**src/rtl/rat_intc_pkg.sv**
```systemverilog
// Shared types and constants for the RAT MCU interrupt controller.
// Holds the FSM state enum, default I/O port addresses and the source-count ceiling.
package rat_intc_pkg;

    localparam int unsigned MAX_SRC = 8;

    localparam logic [7:0] DEF_MASK_ADDR  = 8'h20;
    localparam logic [7:0] DEF_PEND_ADDR  = 8'h21;
    localparam logic [7:0] DEF_CLAIM_ADDR = 8'h22;
    localparam logic [7:0] DEF_EOI_ADDR   = 8'h23;

    typedef enum logic [1:0] {
        IDLE    = 2'b00,
        REQ     = 2'b01,
        SERVICE = 2'b10
    } intc_state_t;

    // Index of the lowest set bit; bit 0 carries the highest priority.
    function automatic logic [2:0] lowest_set(input logic [MAX_SRC-1:0] req);
        logic [2:0] idx;
        idx = '0;
        for (int i = MAX_SRC - 1; i >= 0; i--) begin
            if (req[i]) begin
                idx = 3'(i);
            end
        end
        return idx;
    endfunction

endpackage

```
**src/rtl/intc_edge_det.sv**
```systemverilog
// Per-bit rising-edge detector for interrupt request lines.
// With RAT_INTC_SYNC_EN defined, each line first passes a 2-flop synchronizer.
module intc_edge_det #(
    parameter int unsigned WIDTH = 8
) (
    input  logic             CLK,
    input  logic             RESET,
    input  logic [WIDTH-1:0] din,
    output logic [WIDTH-1:0] rise
);

    logic [WIDTH-1:0] src;
    logic [WIDTH-1:0] irq_q;

`ifdef RAT_INTC_SYNC_EN
    logic [WIDTH-1:0] sync1_q;
    logic [WIDTH-1:0] sync2_q;

    always_ff @(posedge CLK or posedge RESET) begin
        if (RESET) begin
            sync1_q <= '0;
            sync2_q <= '0;
        end else begin
            sync1_q <= din;
            sync2_q <= sync1_q;
        end
    end

    assign src = sync2_q;
`else
    assign src = din;
`endif

    always_ff @(posedge CLK or posedge RESET) begin
        if (RESET) begin
            irq_q <= '0;
        end else begin
            irq_q <= src;
        end
    end

    assign rise = src & ~irq_q;

endmodule

```
**src/rtl/rat_intr_ctrl.sv**
```systemverilog
// Multi-source interrupt controller: edge-latched pending bits, software mask, fixed
// priority and claim/EOI handshake on the MCU I/O port bus. Optional macro: RAT_INTC_SYNC_EN.
module rat_intr_ctrl
    import rat_intc_pkg::*;
#(
    parameter int unsigned NUM_SRC    = 8,
    parameter logic [7:0]  MASK_ADDR  = DEF_MASK_ADDR,
    parameter logic [7:0]  PEND_ADDR  = DEF_PEND_ADDR,
    parameter logic [7:0]  CLAIM_ADDR = DEF_CLAIM_ADDR,
    parameter logic [7:0]  EOI_ADDR   = DEF_EOI_ADDR
) (
    input  logic               CLK,
    input  logic               RESET,
    input  logic [NUM_SRC-1:0] IRQ,
    input  logic [7:0]         PORT_ID,
    input  logic [7:0]         OUT_PORT,
    input  logic               IO_STRB,
    output logic [7:0]         RD_DATA,
    output logic               RD_HIT,
    output logic               INTR,
    output logic [2:0]         ACTIVE_VEC
);

    if (NUM_SRC < 1 || NUM_SRC > MAX_SRC) begin : g_bad_num_src
        $error("rat_intr_ctrl: NUM_SRC must be in 1..8");
    end

    if (MASK_ADDR == PEND_ADDR  || MASK_ADDR == CLAIM_ADDR || MASK_ADDR == EOI_ADDR ||
        PEND_ADDR == CLAIM_ADDR || PEND_ADDR == EOI_ADDR   || CLAIM_ADDR == EOI_ADDR)
    begin : g_dup_addr
        $error("rat_intr_ctrl: register port addresses must be distinct");
    end

    logic [NUM_SRC-1:0] rise;
    logic [NUM_SRC-1:0] mask_q, mask_d;
    logic [NUM_SRC-1:0] pend_q, pend_d;
    logic [NUM_SRC-1:0] eligible;
    logic [NUM_SRC-1:0] w1c_clr;
    logic [NUM_SRC-1:0] claim_clr;
    logic [MAX_SRC-1:0] elig_ext;
    logic [MAX_SRC-1:0] mask_ext;
    logic [MAX_SRC-1:0] pend_ext;
    logic [MAX_SRC-1:0] vec_onehot;
    intc_state_t        state_q, state_d;
    logic [2:0]         vec_q, vec_d;
    logic               wr_mask, wr_pend, wr_claim, wr_eoi;

    intc_edge_det #(
        .WIDTH (NUM_SRC)
    ) u_edge_det (
        .CLK   (CLK),
        .RESET (RESET),
        .din   (IRQ),
        .rise  (rise)
    );

    assign wr_mask  = IO_STRB && (PORT_ID == MASK_ADDR);
    assign wr_pend  = IO_STRB && (PORT_ID == PEND_ADDR);
    assign wr_claim = IO_STRB && (PORT_ID == CLAIM_ADDR);
    assign wr_eoi   = IO_STRB && (PORT_ID == EOI_ADDR);

    assign eligible   = pend_q & mask_q;
    assign vec_onehot = MAX_SRC'(1) << vec_q;

    // Zero-extend the source-wide vectors so arbitration and reads work for any NUM_SRC.
    always_comb begin
        elig_ext = '0;
        mask_ext = '0;
        pend_ext = '0;
        elig_ext[NUM_SRC-1:0] = eligible;
        mask_ext[NUM_SRC-1:0] = mask_q;
        pend_ext[NUM_SRC-1:0] = pend_q;
    end

    always_comb begin
        state_d   = state_q;
        vec_d     = vec_q;
        claim_clr = '0;
        INTR      = 1'b0;
        unique case (state_q)
            IDLE: begin
                if (|eligible) begin
                    state_d = REQ;
                    vec_d   = lowest_set(elig_ext);
                end
            end
            REQ: begin
                INTR = 1'b1;
                // Captured source withdrawn by mask or W1C: drop the request and re-arbitrate.
                if (!elig_ext[vec_q]) begin
                    state_d = IDLE;
                end else if (wr_claim) begin
                    state_d   = SERVICE;
                    claim_clr = vec_onehot[NUM_SRC-1:0];
                end
            end
            SERVICE: begin
                if (wr_eoi) begin
                    state_d = IDLE;
                end
            end
            default: begin
                state_d = IDLE;
            end
        endcase
    end

    always_comb begin
        w1c_clr = wr_pend ? OUT_PORT[NUM_SRC-1:0] : '0;
        mask_d  = wr_mask ? OUT_PORT[NUM_SRC-1:0] : mask_q;
        // A fresh edge overrides any same-cycle clear of the same bit.
        pend_d  = (pend_q & ~w1c_clr & ~claim_clr) | rise;
    end

    always_ff @(posedge CLK or posedge RESET) begin
        if (RESET) begin
            state_q <= IDLE;
            vec_q   <= '0;
            mask_q  <= '0;
            pend_q  <= '0;
        end else begin
            state_q <= state_d;
            vec_q   <= vec_d;
            mask_q  <= mask_d;
            pend_q  <= pend_d;
        end
    end

    always_comb begin
        RD_DATA = 8'h00;
        RD_HIT  = 1'b0;
        if (PORT_ID == MASK_ADDR) begin
            RD_HIT  = 1'b1;
            RD_DATA = mask_ext;
        end else if (PORT_ID == PEND_ADDR) begin
            RD_HIT  = 1'b1;
            RD_DATA = pend_ext;
        end else if (PORT_ID == CLAIM_ADDR) begin
            RD_HIT  = 1'b1;
            RD_DATA = {4'b0000, (state_q == SERVICE), vec_q};
        end
    end

    assign ACTIVE_VEC = vec_q;

endmodule

```
**config.mk**
```make
export PLATFORM = sky130hd
export DESIGN_NAME = rat_intr_ctrl
export DESIGN_NICKNAME = d
export VERILOG_FILES = /design/src/rtl/rat_intc_pkg.sv /design/src/rtl/intc_edge_det.sv /design/src/rtl/rat_intr_ctrl.sv
export SDC_FILE = /design/constraint.sdc
export NUM_CORES = 1
export LEC_CHECK = 0
export ABC_CLOCK_PERIOD_IN_PS = 2100
export CAP_MARGIN = 20
export CORE_ASPECT_RATIO = 0.6
export CORE_MARGIN = 2
export CORE_UTILIZATION = 30
export CTS_CLUSTER_SIZE = 10
export DETAILED_ROUTE_END_ITERATION = 16
export PLACE_DENSITY = 0.52
export RECOVER_POWER = 100
export SKIP_LAST_GASP = 1
export SYNTH_ARGS = -nofsm -noshare
export SYNTH_HDL_FRONTEND = slang
export SYNTH_SLANG_ARGS = --single-unit
```
**constraint.sdc**
```tcl
create_clock -name CLK -period 2.1 [get_ports CLK]
set_input_delay 0.525 -clock CLK [delete_from_list [all_inputs] [get_ports CLK]]
set_output_delay 0.525 -clock CLK [all_outputs]
set_load 0.02 [all_outputs]
```
==> flow_summary.yaml <==
run_status:
  status: "finished, violations left"
  violations: "negative setup slack"
sta:
  rsz0062_at_grt: "yes"
  final.min_clock_period_ns: 2.14
  worst_pin_slew_ns: 0.760
  drv_slew: 0
  relSlewSlack_pct: 49.4
  fmax_mhz: 468
  hold_violations: 0
  finalCritPeriodShare_pct: 102
  postLayoutSetupSlackWorst_ns: -0.0379
  finClkSkew_ns: 0.00621
  finalSetupViolations: 3
worst_setup_path:
  cpMostUsedCell: "buf_6"
  worstSetupEndpointType: "output port"
  cp_slowest_cell: "dlygate4sd2_1"
  cp_max_fo: 6
  worstPathRequired_ns: 1.57
  crit_type: "input port to output port"
  cp_data_arrival_time_ns: 1.61
  start_kind: "input port"
  slowest_delay_ns: 0.28
  crit_chain: "dlygate4sd2_1, buf_6, and2_4, and3_1, o32a_1, buf_6"
  r2r_slack_ns: 0.29
floorplan:
  num_io_pins: 40
  rows: 20
  die_area_sq_um: 5900
  die_w_um: 97.8
  die_h_um: 60.3
  core_area_sq_um: 5080
  initial_utilization_pct: 31.2
clock_tree:
  ctsHoldBuffers: 0
  clockBufferDepth: 2
  cts.clk_slew.worst_paths_ns: 0.06
  worst_skew_pair.late_latency_ns: 0.28
  cts-root-buf: "clkbuf_8"
  numCtsBuffers: 5
  ctsHtreeMaxLevel: 2
  cts_sinks: 29
  cts_tree: "yes"
synth:
  async_reset_ff_share_pct: 100
  syn-num-nets: 189
  yosysTopAreaCell: "dfrtp_1"
  synth_warnings: 0
  synth_area_leaders: "dfrtp_1 46%, mux2_2 6.4%, inv_1 4.7%"
  synthCells: 162
  ys_types: 36
  yosysMostFrequentCell: "dfrtp_1"
  yosysTopAreaCellShare_pct: 45.8
  synth.avg_cell_area_sq_um: 9.78
  ys_seq_elements: 29
  synth_enable_flop_cells: 0
  synth_common_cells: "29 x dfrtp_1, 20 x inv_1, 18 x nand2_1"
  ys_seq_area_share_pct: 45.8
  netlist_area_sq_um: 1580
  ys.flop_type: "dfrtp_1"
pwr:
  p_leak_uw: 0.00107
  p_per_area_nw_per_um2: 714
  ir_worst_vdd_mv: 0.385
final_layout:
  postLayoutCellArea_sq_um: 2290
  n_antenna_cell: 0
  area_growth_pct: 44.3
  final_nets: 251
  layout-drive-gt1-share_pct: 25.8
  final_util_pct: 45.0
detailed_routing:
  drc: 0
  drtIter0Drc: 127
  vias: 1471
  detail-route-antenna-nets: 0
  wl_per_cell_um: 15.7
  viasPerCell: 5.05
  firstDrtPassIters: 4
  wl_um: 4570
placement:
  gp_congestion: 0.901
  io_buffers: 39
  hpwlAfterDp_um: 3520
  placed_area_sq_um: 2190
global_route:
  grt_start_max_net_pins: 30
  first_global_vias: 1503
  grt_usage_pct: 17.0
  grt_overflow: 0
  antenna_found_initial: 0
  grt_pass1_wl_um: 7540
min_path:
  min_path_type: "flop to flop"
run:
  max_cap_violations: 0
==> metrics by stage <==
step           total power [uW]  hold WS (ns)  setup TNS (ns)  worst slack (ns)  std cells
6_report                   1630         0.434         -0.0747           -0.0379        291
5_1_grt                    1740         0.442          -0.491            -0.131        291
4_1_cts                    1670         0.433          -0.132           -0.0809        291
3_5_place_dp               1220         0.425          -12.97            -0.931        281
3_3_place_gp               1200         0.414          -11.71            -0.879        281
2_1_floorplan               924         0.410               0            0.0347        162
==> path summary, 6_finish.rpt <==
kind / startpoint / to / cells past startpoint
min: u_edge_det.irq_q[5] / pend_ext[5] / 1
min reg2reg: u_edge_det.irq_q[5] / pend_ext[5] / 1
max reg2reg: mask_ext[3] / state_q[0] / 4
max in group asynchronous: RESET / ACTIVE_VEC[2] / 3
min in group asynchronous: RESET / u_edge_det.irq_q[3] / 3
max: PORT_ID[0] / RD_DATA[0] / 6
==> cell families (layout without fill, tap and decap cells) <==
family	Yosys count	in the layout	synth area share, %
flops	29	29	45.8
compound gates	38	38	16.0
buf+inv	24	87	6.08
mux	16	16	12.6
simple gates	55	55	19.4
==> critical path, delay by kind of cell <==
kind | cells | cell delay, ns
buffers and inverters | 3 | 0.57
AOI/OAI and AO/OA | 1 | 0.19
and+or+nand+nor | 2 | 0.33
==> power by group <==
part | internal (uW) | switching, uW
Combinational | 248 | 302
Clock | 228 | 217
Sequential | 609 | 29.4
==> what timing repair did <==
action	in CTS	in global routing
buffers inserted	2	0
pin swaps	4	2
gates cloned	0	0
resized for setup	71	9
setup endpoints to repair	22	10
==> cell type report <==
| cell class | instances | area (sq um) |
|---|---|---|
| fillers | 505 | 2790 |
| clock buffers | 5 | 68.8 |
| clock inverters | 3 | 17.5 |
| repair buffers | 58 | 504 |
| multi-input cells | 109 | 808 |
| inverters | 21 | 78.8 |
| flip-flops and latches | 29 | 726 |
| well taps | 66 | 82.6 |
==> flip-flops by register name, summed over array words and instances (netlist names) <==
register / flops
mask_ext: 8
state_q: 2
u_edge_det.irq_q: 8
ACTIVE_VEC: 3
pend_ext: 8
==> metal layers <==
layer / global-route usage [%] / part of all wire, % / up-vias
li1: - / - / 711
met5: 0 / 0 / -
met2: 25.3 / 42 / 52
met4: 5.36 / 1.0 / 0
met1: 24.0 / 51 / 701
met3: 4.80 / 6.7 / 7
==> cells in the final DEF (no fill, tap or decap), types with 2 or more instances in the layout <==
cell             Yosys  final
buf_6                0      7
and3_1               4      4
nand3_1              4      4
o22ai_1              9      8
a22o_1               4      4
clkbuf_1             0      2
o21ai_0             11     12
nor4_1               3      2
clkinv_2             0      2
and2_0               1      2
mux2i_1              5      5
buf_4                1     16
buf_2                2      2
clkdlybuf4s15_1      0      2
nor4b_1              4      3
dfrtp_1             29     29
a22oi_1              2      2
dlygate4sd2_1        0      4
inv_1               20     20
dlygate4sd3_1        0     11
nand2_1             18     16
nor2_1               9      8
mux2_2               9      8
clkbuf_8             0      5
clkdlybuf4s50_1      0     10
o32a_1               3      3
a21oi_1              3      3
clkbuf_2             0      3
and2_1               4      2
nor2b_1              2      2
No activity file was read; power rests on OpenSTA's default activity.
